$ cat config.mk
export PLATFORM = sky130hd
export DESIGN_NAME = div_iter
export DESIGN_NICKNAME = d
export VERILOG_FILES = /design/src/rtl/div_pkg.sv /design/src/rtl/div_step.sv /design/src/rtl/div_iter.sv
export SDC_FILE = /design/constraint.sdc
export NUM_CORES = 1
export LEC_CHECK = 0
export ABC_CLOCK_PERIOD_IN_PS = 10900
export BUFFER_PORTS_ARGS = -buffer_cell sky130_fd_sc_hd__buf_2
export CORE_MARGIN = 4
export CORE_UTILIZATION = 50
export CTS_BUF_LIST = sky130_fd_sc_hd__clkbuf_8
export CTS_CLUSTER_SIZE = 30
export DETAILED_ROUTE_END_ITERATION = 12
export GPL_TIMING_DRIVEN = 0
export HOLD_SLACK_MARGIN = 0.02
export PLACE_DENSITY = 0.72
export SLEW_MARGIN = 20
export SYNTH_ARGS = -nofsm -noshare
export SYNTH_HDL_FRONTEND = slang
export SYNTH_SLANG_ARGS = --single-unit
$ cat constraint.sdc
create_clock -name clk -period 10.9 [get_ports clk]
set_input_delay 1.09 -clock clk [delete_from_list [all_inputs] [get_ports clk]]
set_output_delay 1.09 -clock clk [all_outputs]
set_load 0.005 [all_outputs]
$ cat src/rtl/div_pkg.sv
// Shared types and constants for the iterative divider.
//   divstate_t   : controller state encoding (IDLE, BUSY, DONE)
//   FUNCT3_*     : RISC-V M-extension funct3 codes for the divide class
package div_pkg;

    typedef enum logic [1:0] {
        IDLE = 2'd0,
        BUSY = 2'd1,
        DONE = 2'd2
    } divstate_t;

    localparam logic [2:0] FUNCT3_DIV  = 3'b100;
    localparam logic [2:0] FUNCT3_DIVU = 3'b101;
    localparam logic [2:0] FUNCT3_REM  = 3'b110;
    localparam logic [2:0] FUNCT3_REMU = 3'b111;

endpackage

$ cat src/rtl/div_step.sv
// One combinational radix-2 restoring division step.
//   r_i / q_i : partial remainder and dividend/quotient shift register in
//   b_i       : divisor magnitude
//   r_o / q_o : updated partial remainder and quotient shift register
module div_step #(
    parameter int XLEN = 64
) (
    input  logic [XLEN-1:0] r_i,
    input  logic [XLEN-1:0] q_i,
    input  logic [XLEN-1:0] b_i,
    output logic [XLEN-1:0] r_o,
    output logic [XLEN-1:0] q_o
);

    logic [XLEN:0] r_sh;
    logic [XLEN:0] diff;

    // The shifted remainder keeps its carry-out bit so that divisors of
    // 2^(XLEN-1) and above still compare correctly.
    assign r_sh = {r_i, q_i[XLEN-1]};
    assign diff = r_sh - {1'b0, b_i};

    always_comb begin
        if (diff[XLEN]) begin
            r_o = r_sh[XLEN-1:0];
            q_o = {q_i[XLEN-2:0], 1'b0};
        end else begin
            r_o = diff[XLEN-1:0];
            q_o = {q_i[XLEN-2:0], 1'b1};
        end
    end

endmodule

$ cat src/rtl/div_iter.sv
// Iterative radix-2 restoring divider for RISC-V DIV/DIVU/REM/REMU.
// Stalls Execute with DivBusyE while iterating, then holds the signed-fixed
// quotient and remainder for the Memory stage until the pipeline advances.
//   clk, reset      : clock, asynchronous active-high reset
//   StallM          : Memory stage stalled; keep result in DONE
//   FlushE          : squash the Execute instruction; aborts a running divide
//   DivStartE       : divide-class instruction present in Execute
//   Funct3E         : 100 DIV, 101 DIVU, 110 REM, 111 REMU
//   ForwardedSrcAE  : dividend
//   ForwardedSrcBE  : divisor
//   DivBusyE        : stall request to the hazard unit
//   QuotM, RemM     : quotient and remainder, valid in DONE
//
// state | meaning
// IDLE  | waiting for a divide; captures operands on issue
// BUSY  | one restoring step per cycle, XLEN steps
// DONE  | result presented to Memory until StallM drops
module div_iter #(
    parameter int XLEN = 64
) (
    input  logic            clk,
    input  logic            reset,
    input  logic            StallM,
    input  logic            FlushE,
    input  logic            DivStartE,
    input  logic [2:0]      Funct3E,
    input  logic [XLEN-1:0] ForwardedSrcAE,
    input  logic [XLEN-1:0] ForwardedSrcBE,
    output logic            DivBusyE,
    output logic [XLEN-1:0] QuotM,
    output logic [XLEN-1:0] RemM
);
    import div_pkg::*;

    localparam int CNTW = $clog2(XLEN);
    localparam logic [XLEN-1:0] XMIN = {1'b1, {(XLEN-1){1'b0}}};
    localparam logic [XLEN-1:0] XONE = {{(XLEN-1){1'b0}}, 1'b1};

    function automatic logic [XLEN-1:0] neg2c(input logic [XLEN-1:0] v);
        return ~v + XONE;
    endfunction

    divstate_t       state_q, state_d;
    logic [CNTW-1:0] cnt_q, cnt_d;
    logic [XLEN-1:0] r_q, r_d;
    logic [XLEN-1:0] q_q, q_d;
    logic [XLEN-1:0] b_q, b_d;
    logic            negq_q, negq_d;
    logic            negr_q, negr_d;
    logic [XLEN-1:0] quot_q, quot_d;
    logic [XLEN-1:0] rem_q, rem_d;

    logic            is_signed;
    logic            a_neg, b_neg;
    logic [XLEN-1:0] abs_a, abs_b;
    logic            b_zero, ovf;
    logic [XLEN-1:0] step_r, step_q;

    always_comb begin
        case (Funct3E)
            FUNCT3_DIV, FUNCT3_REM:   is_signed = 1'b1;
            FUNCT3_DIVU, FUNCT3_REMU: is_signed = 1'b0;
            default:                  is_signed = ~Funct3E[0];
        endcase
    end

    assign a_neg  = is_signed & ForwardedSrcAE[XLEN-1];
    assign b_neg  = is_signed & ForwardedSrcBE[XLEN-1];
    assign abs_a  = a_neg ? neg2c(ForwardedSrcAE) : ForwardedSrcAE;
    assign abs_b  = b_neg ? neg2c(ForwardedSrcBE) : ForwardedSrcBE;
    assign b_zero = (ForwardedSrcBE == '0);
    assign ovf    = is_signed && (ForwardedSrcAE == XMIN) && (ForwardedSrcBE == '1);

    div_step #(.XLEN(XLEN)) u_step (
        .r_i (r_q),
        .q_i (q_q),
        .b_i (b_q),
        .r_o (step_r),
        .q_o (step_q)
    );

    always_comb begin
        state_d  = state_q;
        cnt_d    = cnt_q;
        r_d      = r_q;
        q_d      = q_q;
        b_d      = b_q;
        negq_d   = negq_q;
        negr_d   = negr_q;
        quot_d   = quot_q;
        rem_d    = rem_q;
        DivBusyE = 1'b0;

        case (state_q)
            IDLE: begin
                if (DivStartE && !FlushE) begin
                    DivBusyE = 1'b1;
                    r_d      = '0;
                    q_d      = abs_a;
                    b_d      = abs_b;
                    negq_d   = a_neg ^ b_neg;
                    negr_d   = a_neg;
                    cnt_d    = CNTW'(XLEN-1);
                    // Special cases bypass the iteration; the raw dividend is
                    // what RISC-V returns, so no sign fix is applied.
                    if (b_zero) begin
                        quot_d  = '1;
                        rem_d   = ForwardedSrcAE;
                        state_d = DONE;
                    end else if (ovf) begin
                        quot_d  = ForwardedSrcAE;
                        rem_d   = '0;
                        state_d = DONE;
                    end else begin
                        state_d = BUSY;
                    end
                end
            end
            BUSY: begin
                DivBusyE = 1'b1;
                if (FlushE) begin
                    state_d = IDLE;
                end else begin
                    r_d   = step_r;
                    q_d   = step_q;
                    cnt_d = cnt_q - CNTW'(1);
                    if (cnt_q == '0) begin
                        quot_d  = negq_q ? neg2c(step_q) : step_q;
                        rem_d   = negr_q ? neg2c(step_r) : step_r;
                        state_d = DONE;
                    end
                end
            end
            DONE: begin
                if (!StallM) state_d = IDLE;
            end
            default: state_d = IDLE;
        endcase
    end

    always_ff @(posedge clk or posedge reset) begin
        if (reset) begin
            state_q <= IDLE;
            cnt_q   <= '0;
            r_q     <= '0;
            q_q     <= '0;
            b_q     <= '0;
            negq_q  <= 1'b0;
            negr_q  <= 1'b0;
            quot_q  <= '0;
            rem_q   <= '0;
        end else begin
            state_q <= state_d;
            cnt_q   <= cnt_d;
            r_q     <= r_d;
            q_q     <= q_d;
            b_q     <= b_d;
            negq_q  <= negq_d;
            negr_q  <= negr_d;
            quot_q  <= quot_d;
            rem_q   <= rem_d;
        end
    end

    assign QuotM = quot_q;
    assign RemM  = rem_q;

endmodule

==> results of run 1 <==
[area by class of cell]
class,instances,area share (%)
Antenna cell,3,0.0254
Buffer,224,3.00
Clock inverter,32,0.538
Sequential cell,330,28.0
Clock buffer,72,3.35
Inverter,110,1.43
Multi-Input combinational cell,2786,56.1
Timing Repair Buffer,265,4.72
Tap cell,680,2.88
[flip-flops by register name, indices dropped and copies added, names as in the netlist]
register	cells
RemM	64
cnt_q	6
r_q	64
b_q	64
q_q	64
negq_q	1
QuotM	64
state_q	2
negr_q	1
[layer usage]
metal,wire length (um),part of all wire (%)
met1,43000,40
met2,47000,43
met3,11100,10
met4,7150,6.6
met5,0,0
[power by group]
part	internal (mW)	switching (mW)	total (mW)
Sequential	1.70	0.416	2.12
Combinational	1.52	2.95	4.47
Clock	0.597	0.567	1.16
Total	3.82	3.93	7.75
[path summary, 6_finish.rpt]
check                                   endpoint  slack, ns  depth (start not counted)
max                         RemM[44]$_DFFE_PP0P_       1.12                         28
min                         QuotM[5]$_DFFE_PP0P_       0.42                          2
max reg2reg                 RemM[44]$_DFFE_PP0P_       1.12                         28
min reg2reg                QuotM[49]$_DFFE_PP0P_       0.47                          2
max in group asynchronous    b_q[55]$_DFFE_PP0P_       8.83                          5
min in group clk           QuotM[49]$_DFFE_PP0P_       0.47                          2
[cell usage after synthesis, types with 12 or more instances]
cell type  number  share of area [%]
or3_1          47                1.1
clkbuf_1      182                2.6
o22ai_1        35               0.84
o21a_1         12               0.34
o41ai_1        25               0.84
nand2b_1       21               0.50
xnor2_1       151                5.1
a21o_1         39                1.1
nor3b_1        13               0.37
nand4_1        56                1.3
a211oi_1       13               0.37
a31oi_1        41               0.98
a221oi_1       53                1.8
a22o_1         19               0.64
nand3_1        45               0.86
o211ai_1       18               0.52
dfrtp_1       330                 32
ha_1           71                3.4
and4_1         20               0.67
nor2_1        366                5.3
or4_1          29               0.83
buf_2          18               0.34
xor2_1        111                3.7
inv_1         109                1.6
a21oi_1       234                4.5
mux2i_1        42                1.6
o21ai_0       417                8.0
nand2_1       475                6.8
and3_1         21               0.50
nor2b_1        12               0.29
o31ai_1        63                1.8
buf_1          20               0.29
nor3_1        107                2.0
or2_2          13               0.31
nor4_1         39               0.93
and2_1         24               0.57
[per-stage QoR]
stage                     setup TNS (ns)  setup WS [ns]
after floorplan                        0          0.670
final                                  0           1.12
after global placement          -1007.24          -3.09
after global routing                   0          0.925
after detailed placement               0           1.42
after CTS                              0           1.38
[critical path, delay by kind of cell (launching register included)]
family,cells,cell delay (ns)
AO/OA/AOI/OAI,8,2.44
XOR/XNOR,1,0.15
adder cells (fa/ha/maj),3,0.96
buffers and inverters,8,2.98
flip-flops,1,0.61
AND/OR/NAND/NOR,8,2.48
[kinds of logic after synthesis]
family / after synthesis / synth area share [%]
adders and majority gates: 72 / 3.48
and+or+nand+nor: 1319 / 23.6
muxes: 48 / 1.87
xor gates and xnor gates: 262 / 8.78
buffers and inverters: 334 / 4.99
DFF: 330 / 31.6
AOI/OAI and AO/OA: 1085 / 25.7
==> impl_metrics.yaml, run 1 <==
global_route:
  grt-busiest-layer: "met2"
  use_met3_pct: 6.55
  antenna_found_initial: 3
  grt_pass1_vias: 26600
  grt_max_degree: 94
  use_met1_pct: 49.1
  grt_pass1_wl_um: 161000
  grt_usage_pct: 37.0
  grt-ovfl-total: 0
  met2_usage_pct: 57.4
floorplan:
  io_pins: 265
  die_h_um: 237
  initial_core_util_pct: 50.7
  core_sq_mm: 0.0515
  die-area_sq_mm: 0.0560
  dieWidth_um: 237
  rows: 83
worst_setup_path:
  required_ns: 11.46
  crit-reg2reg-launch: "q_q[63]$_DFFE_PP0P_"
  startpoint_type: "register"
  worstSetupStartpoint: "q_q[63]$_DFFE_PP0P_"
  critPathKind: "reg -> reg"
  cp.arrival_ns: 10.33
  crit_top_cell: "buf_2"
  crit_path_end_kind: "register"
  slowest_delay_ns: 0.69
  slowest_stage: "or4b_2"
  cp_max_fo: 10
cts:
  cts_tree: "yes"
  ctsHoldBuffers: 0
  h-tree-depth: 2
  ctsRootBufferMaster: "clkbuf_8"
  post_cts_resized: 0
  cts_buffers: 58
  clk_pin_slew_worst_paths_ns: 0.07
  cts_post_setup_buffers_inserted: 0
  clkLatencyLatePin_ns: 0.70
  clk_path_buf_depth: 3
  clkSinkCount: 330
layout:
  drive_gt1_share_pct: 10.9
  layout_common_cells: "475 x nand2_1, 417 x o21ai_0, 366 x nor2_1"
  final_util_pct: 57.4
  num-nets-final: 3983
  fin_cells: 4502
  final_common_cell: "nand2_1"
  regArea_sq_mm: 0.00826
  syn2layout_area_growth_pct: 13.1
  nFillCells: 5074
  multi_input_area_sq_mm: 0.0166
  final_cell_area_sq_mm: 0.0295
sta:
  max_freq_mhz: 102
  clock_skew_ns: 0.0301
  period_share_pct: 89.7
  finalHoldViolations: 0
  post-route-min-period_ns: 9.78
  slew_headroom_pct: 26.1
  finalSetupViolCount: 0
  whs_ns: 0.419
  rsz0062_at_grt: "no"
  max_slew.worst_pin.slew_ns: 1.11
  slew_violations: 0
pwr:
  leakagePower_nw: 12.8
  power.total_mw: 7.75
  powerDensity_mw_per_mm2: 262
  vdd_drop_max_mv: 0.105
placed_design:
  place_area_sq_mm: 0.0284
  routabilityCongestion: 1.02
  place.port_buffers: 261
  hpwl_um: 86700
  dp_cells: 4395
yosys:
  ys_ff_latch: 330
  synth_cell_types: 92
  ys_warn_count: 0
  synth_cells: 3450
  ys_async_sr_fraction_pct: 100
  synth_ff_type: "dfrtp_1"
  syn_area_sq_mm: 0.0261
  seq_area_frac_synth_pct: 31.6
  syn-num-nets: 3658
  synth_edf_count: 0
  syn_area_per_cell_sq_um: 7.57
routing:
  avgRoutedWirePerCell_um: 24.0
  drt-initial-drc-count: 3221
  vias_per_cell: 6.33
  vias: 28500
  antenna_left: 0
  drc: 0
  dr.pass1.iters: 6
  wl_um: 108000
job:
  cap_violations: 0
run_status:
  status: "completed"
min_path:
  hold_class: "in -> async"
Note: power is estimated with default switching activity, not from simulation.
==> run 2: changes to the inputs <==
ABC_CLOCK_PERIOD_IN_PS = 8700   (was 10900)
clock period = 8.7 ns   (was 10.9 ns; I/O delays follow)
==> run 2 against run 1 <==
Effect of this change:
- via count down 0.35%
- die area unchanged
- worst setup slack worse by 0.81 ns
- clock skew is 0.0087 ns lower
- wire length is 2.3% lower
- cell count about the same
- non-clock buffer count increased by 5
- maximum frequency is 17% higher
- clock power grew 34%
- worst hold slack got worse by 0.12 ns
- combinational power is 25% higher
- register-to-register slack worse by 0.81 ns
- critical path type unchanged
- critical endpoint is now RemM[42]$_DFFE_PP0P_
==> impl_metrics.yaml, run 2 (synthesis results as in run 1) <==
worst_setup_path:
  reg2reg_slack_ns: 0.32
  reg2regPathDepth: 26
  cp_max_fo: 19
  critPathKind: "reg -> reg"
  required_ns: 9.26
  crit-reg2reg-launch: "q_q[63]$_DFFE_PP0P_"
  crit_path_end_kind: "register"
  startpoint_type: "register"
  worstReg2RegEnd: "RemM[42]$_DFFE_PP0P_"
  cp.arrival_ns: 8.95
floorplan:
  io_pins: 265
  initial_core_util_pct: 50.7
  dieWidth_um: 237
  core_sq_mm: 0.0515
  die_h_um: 237
  die-area_sq_mm: 0.0560
  rows: 83
sta:
  max_freq_mhz: 119
  slew_headroom_pct: 28.0
  max_slew.worst_pin.slew_ns: 1.07
  clock_skew_ns: 0.0214
  period_share_pct: 96.4
  finalHoldViolations: 0
  slew_violations: 0
  finalSetupViolCount: 0
  post-route-min-period_ns: 8.38
  setup-tns-final_ns: 0
  rsz0062_at_grt: "no"
cts:
  ctsRootBufferMaster: "clkbuf_8"
  clk_pin_slew_worst_paths_ns: 0.07
  h-tree-depth: 2
  clkLatencyLatePin_ns: 0.70
  clkSinkCount: 330
  cts_post_setup_buffers_inserted: 0
  ctsHoldBuffers: 0
  cts_tree: "yes"
  cts_buffers: 58
  clk_path_buf_depth: 3
run_status:
  status: "completed"
routing:
  vias: 28400
  met3WireLength_um: 10900
  avgRoutedWirePerCell_um: 23.5
  top_layer: "met5"
  wl_met2_um: 45900
  antenna_left: 0
  dr.pass1.iters: 7
  wl_um: 106000
  drt-initial-drc-count: 2957
  m1WireLength_um: 42200
  vias_per_cell: 6.30
  drc: 0
placed_design:
  place.port_buffers: 261
  routabilityCongestion: 1.03
  hpwl_um: 85400
  dp_cells: 4401
global_route:
  grt_usage_pct: 35.9
  grt_pass1_wl_um: 157000
  antenna_found_initial: 3
  grt_max_degree: 37
  grt-ovfl-total: 0
  grt_pass1_vias: 26100
pwr:
  p_seq_share_pct: 27.1
  switching_share_pct: 50.1
  powerDensity_mw_per_mm2: 330
  power.switching_mw: 4.92
  leakagePower_nw: 12.9
  combPwrFrac_pct: 57.1
  p_int_mw: 4.89
  clock_power_share_pct: 15.8
  vdd_drop_max_mv: 0.141
layout:
  drive_gt1_share_pct: 11.2
  final_util_pct: 57.8
  syn2layout_area_growth_pct: 13.9
  final_common_cell: "nand2_1"
  layout_common_cells: "475 x nand2_1, 417 x o21ai_0, 366 x nor2_1"
  num-nets-final: 3988
  fin_cells: 4506
job:
  cap_violations: 0
min_path:
  hold_class: "in -> async"
-- run 2: cell types whose count changed in the layout (fill, tap and decap cells not counted), moves of 2 or more --
cell       delta
buf_1         -2
a221oi_1      -2
a221oi_2      +2
buf_16        -3
buf_2         -2
clkinv_2      -5
bufinv_16     +3
buf_12       +10
-- run 2: final cells by class --
cell class	instances	area (sq um)
fillers	5015	21700
multi-input cells	2786	16600
flip-flops and latches	330	8260
repair buffers	271	1510
clock buffers	73	1000
plain buffers	223	890
well taps	680	851
inverters	110	419
clock inverters	31	235
diodes	2	5.00
-- run 2: metal layers --
| layer | global-route usage [%] | up-vias |
|---|---|---|
| met5 | 1.99 | - |
| met4 | 19.4 | 2 |
| met3 | 7.29 | 354 |
| met2 | 55.5 | 1646 |
| met1 | 47.3 | 13200 |
| li1 | - | 13200 |
-- run 2: critical path, stage by stage (launching register included) --
cell	delay [ns]
dfrtp_2	0.49
inv_1	0.08
ha_1	0.23
fa_1	0.42
nor2b_1	0.18
o31a_1	0.28
o21a_1	0.35
o211a_1	0.32
o2111ai_1	0.13
and4_4	0.24
inv_4	0.13
buf_2	0.28
buf_2	0.33
clkbuf_4	0.36
buf_4	0.35
nor2_1	0.08
a21oi_1	0.28
ha_1	0.32
or4b_2	0.67
or4_1	0.52
mux2_2	0.33
o21bai_1	0.24
a2111o_1	0.49
o31ai_1	0.30
xnor2_1	0.12
a221oi_1	0.61
nor2_1	0.09
-- run 2: what timing repair did --
item                                    in CTS  in global routing
hold endpoints to repair                     0                  0
endpoints found under the setup margin      13                  9
resized for setup                            1                  6
-- run 2: power by group through the flow --
stage          logic [mW]  clock network (mW)  registers (mW)
6_report             5.60                1.56            2.66
5_1_grt              6.07                1.64            2.73
4_1_cts              5.45                1.56            2.64
3_5_place_dp         5.42                   0            2.66
3_3_place_gp         5.36                   0            2.63
2_1_floorplan        3.63                   0            2.54
-- run 2: through the flow --
step	total power, mW	hold slack [ns]	cell area, sq um	worst slack (ns)
4_1_cts	9.64	0.292	29700	0.0538
5_1_grt	10.4	0.342	29800	0.0543
3_3_place_gp	8.00	0.458	28300	-0.620
6_report	9.81	0.295	29800	0.315
2_1_floorplan	6.17	0.450	26100	1.84
3_5_place_dp	8.08	0.465	28500	-0.678
-- run 2: how the worst max path moves through the flow --
stage	depth (start not counted)	slack [ns]	startpoint	endpoint
after floorplan	26	1.84	r_q[56]$_DFFE_PP0P_	RemM[50]$_DFFE_PP0P_
after global placement	28	-0.62	q_q[63]$_DFFE_PP0P_	RemM[44]$_DFFE_PP0P_
after detailed placement	28	-0.68	q_q[63]$_DFFE_PP0P_	RemM[44]$_DFFE_PP0P_
after CTS	27	0.05	q_q[63]$_DFFE_PP0P_	RemM[44]$_DFFE_PP0P_
after global routing	27	0.05	q_q[63]$_DFFE_PP0P_	RemM[44]$_DFFE_PP0P_
final	26	0.32	q_q[63]$_DFFE_PP0P_	RemM[42]$_DFFE_PP0P_
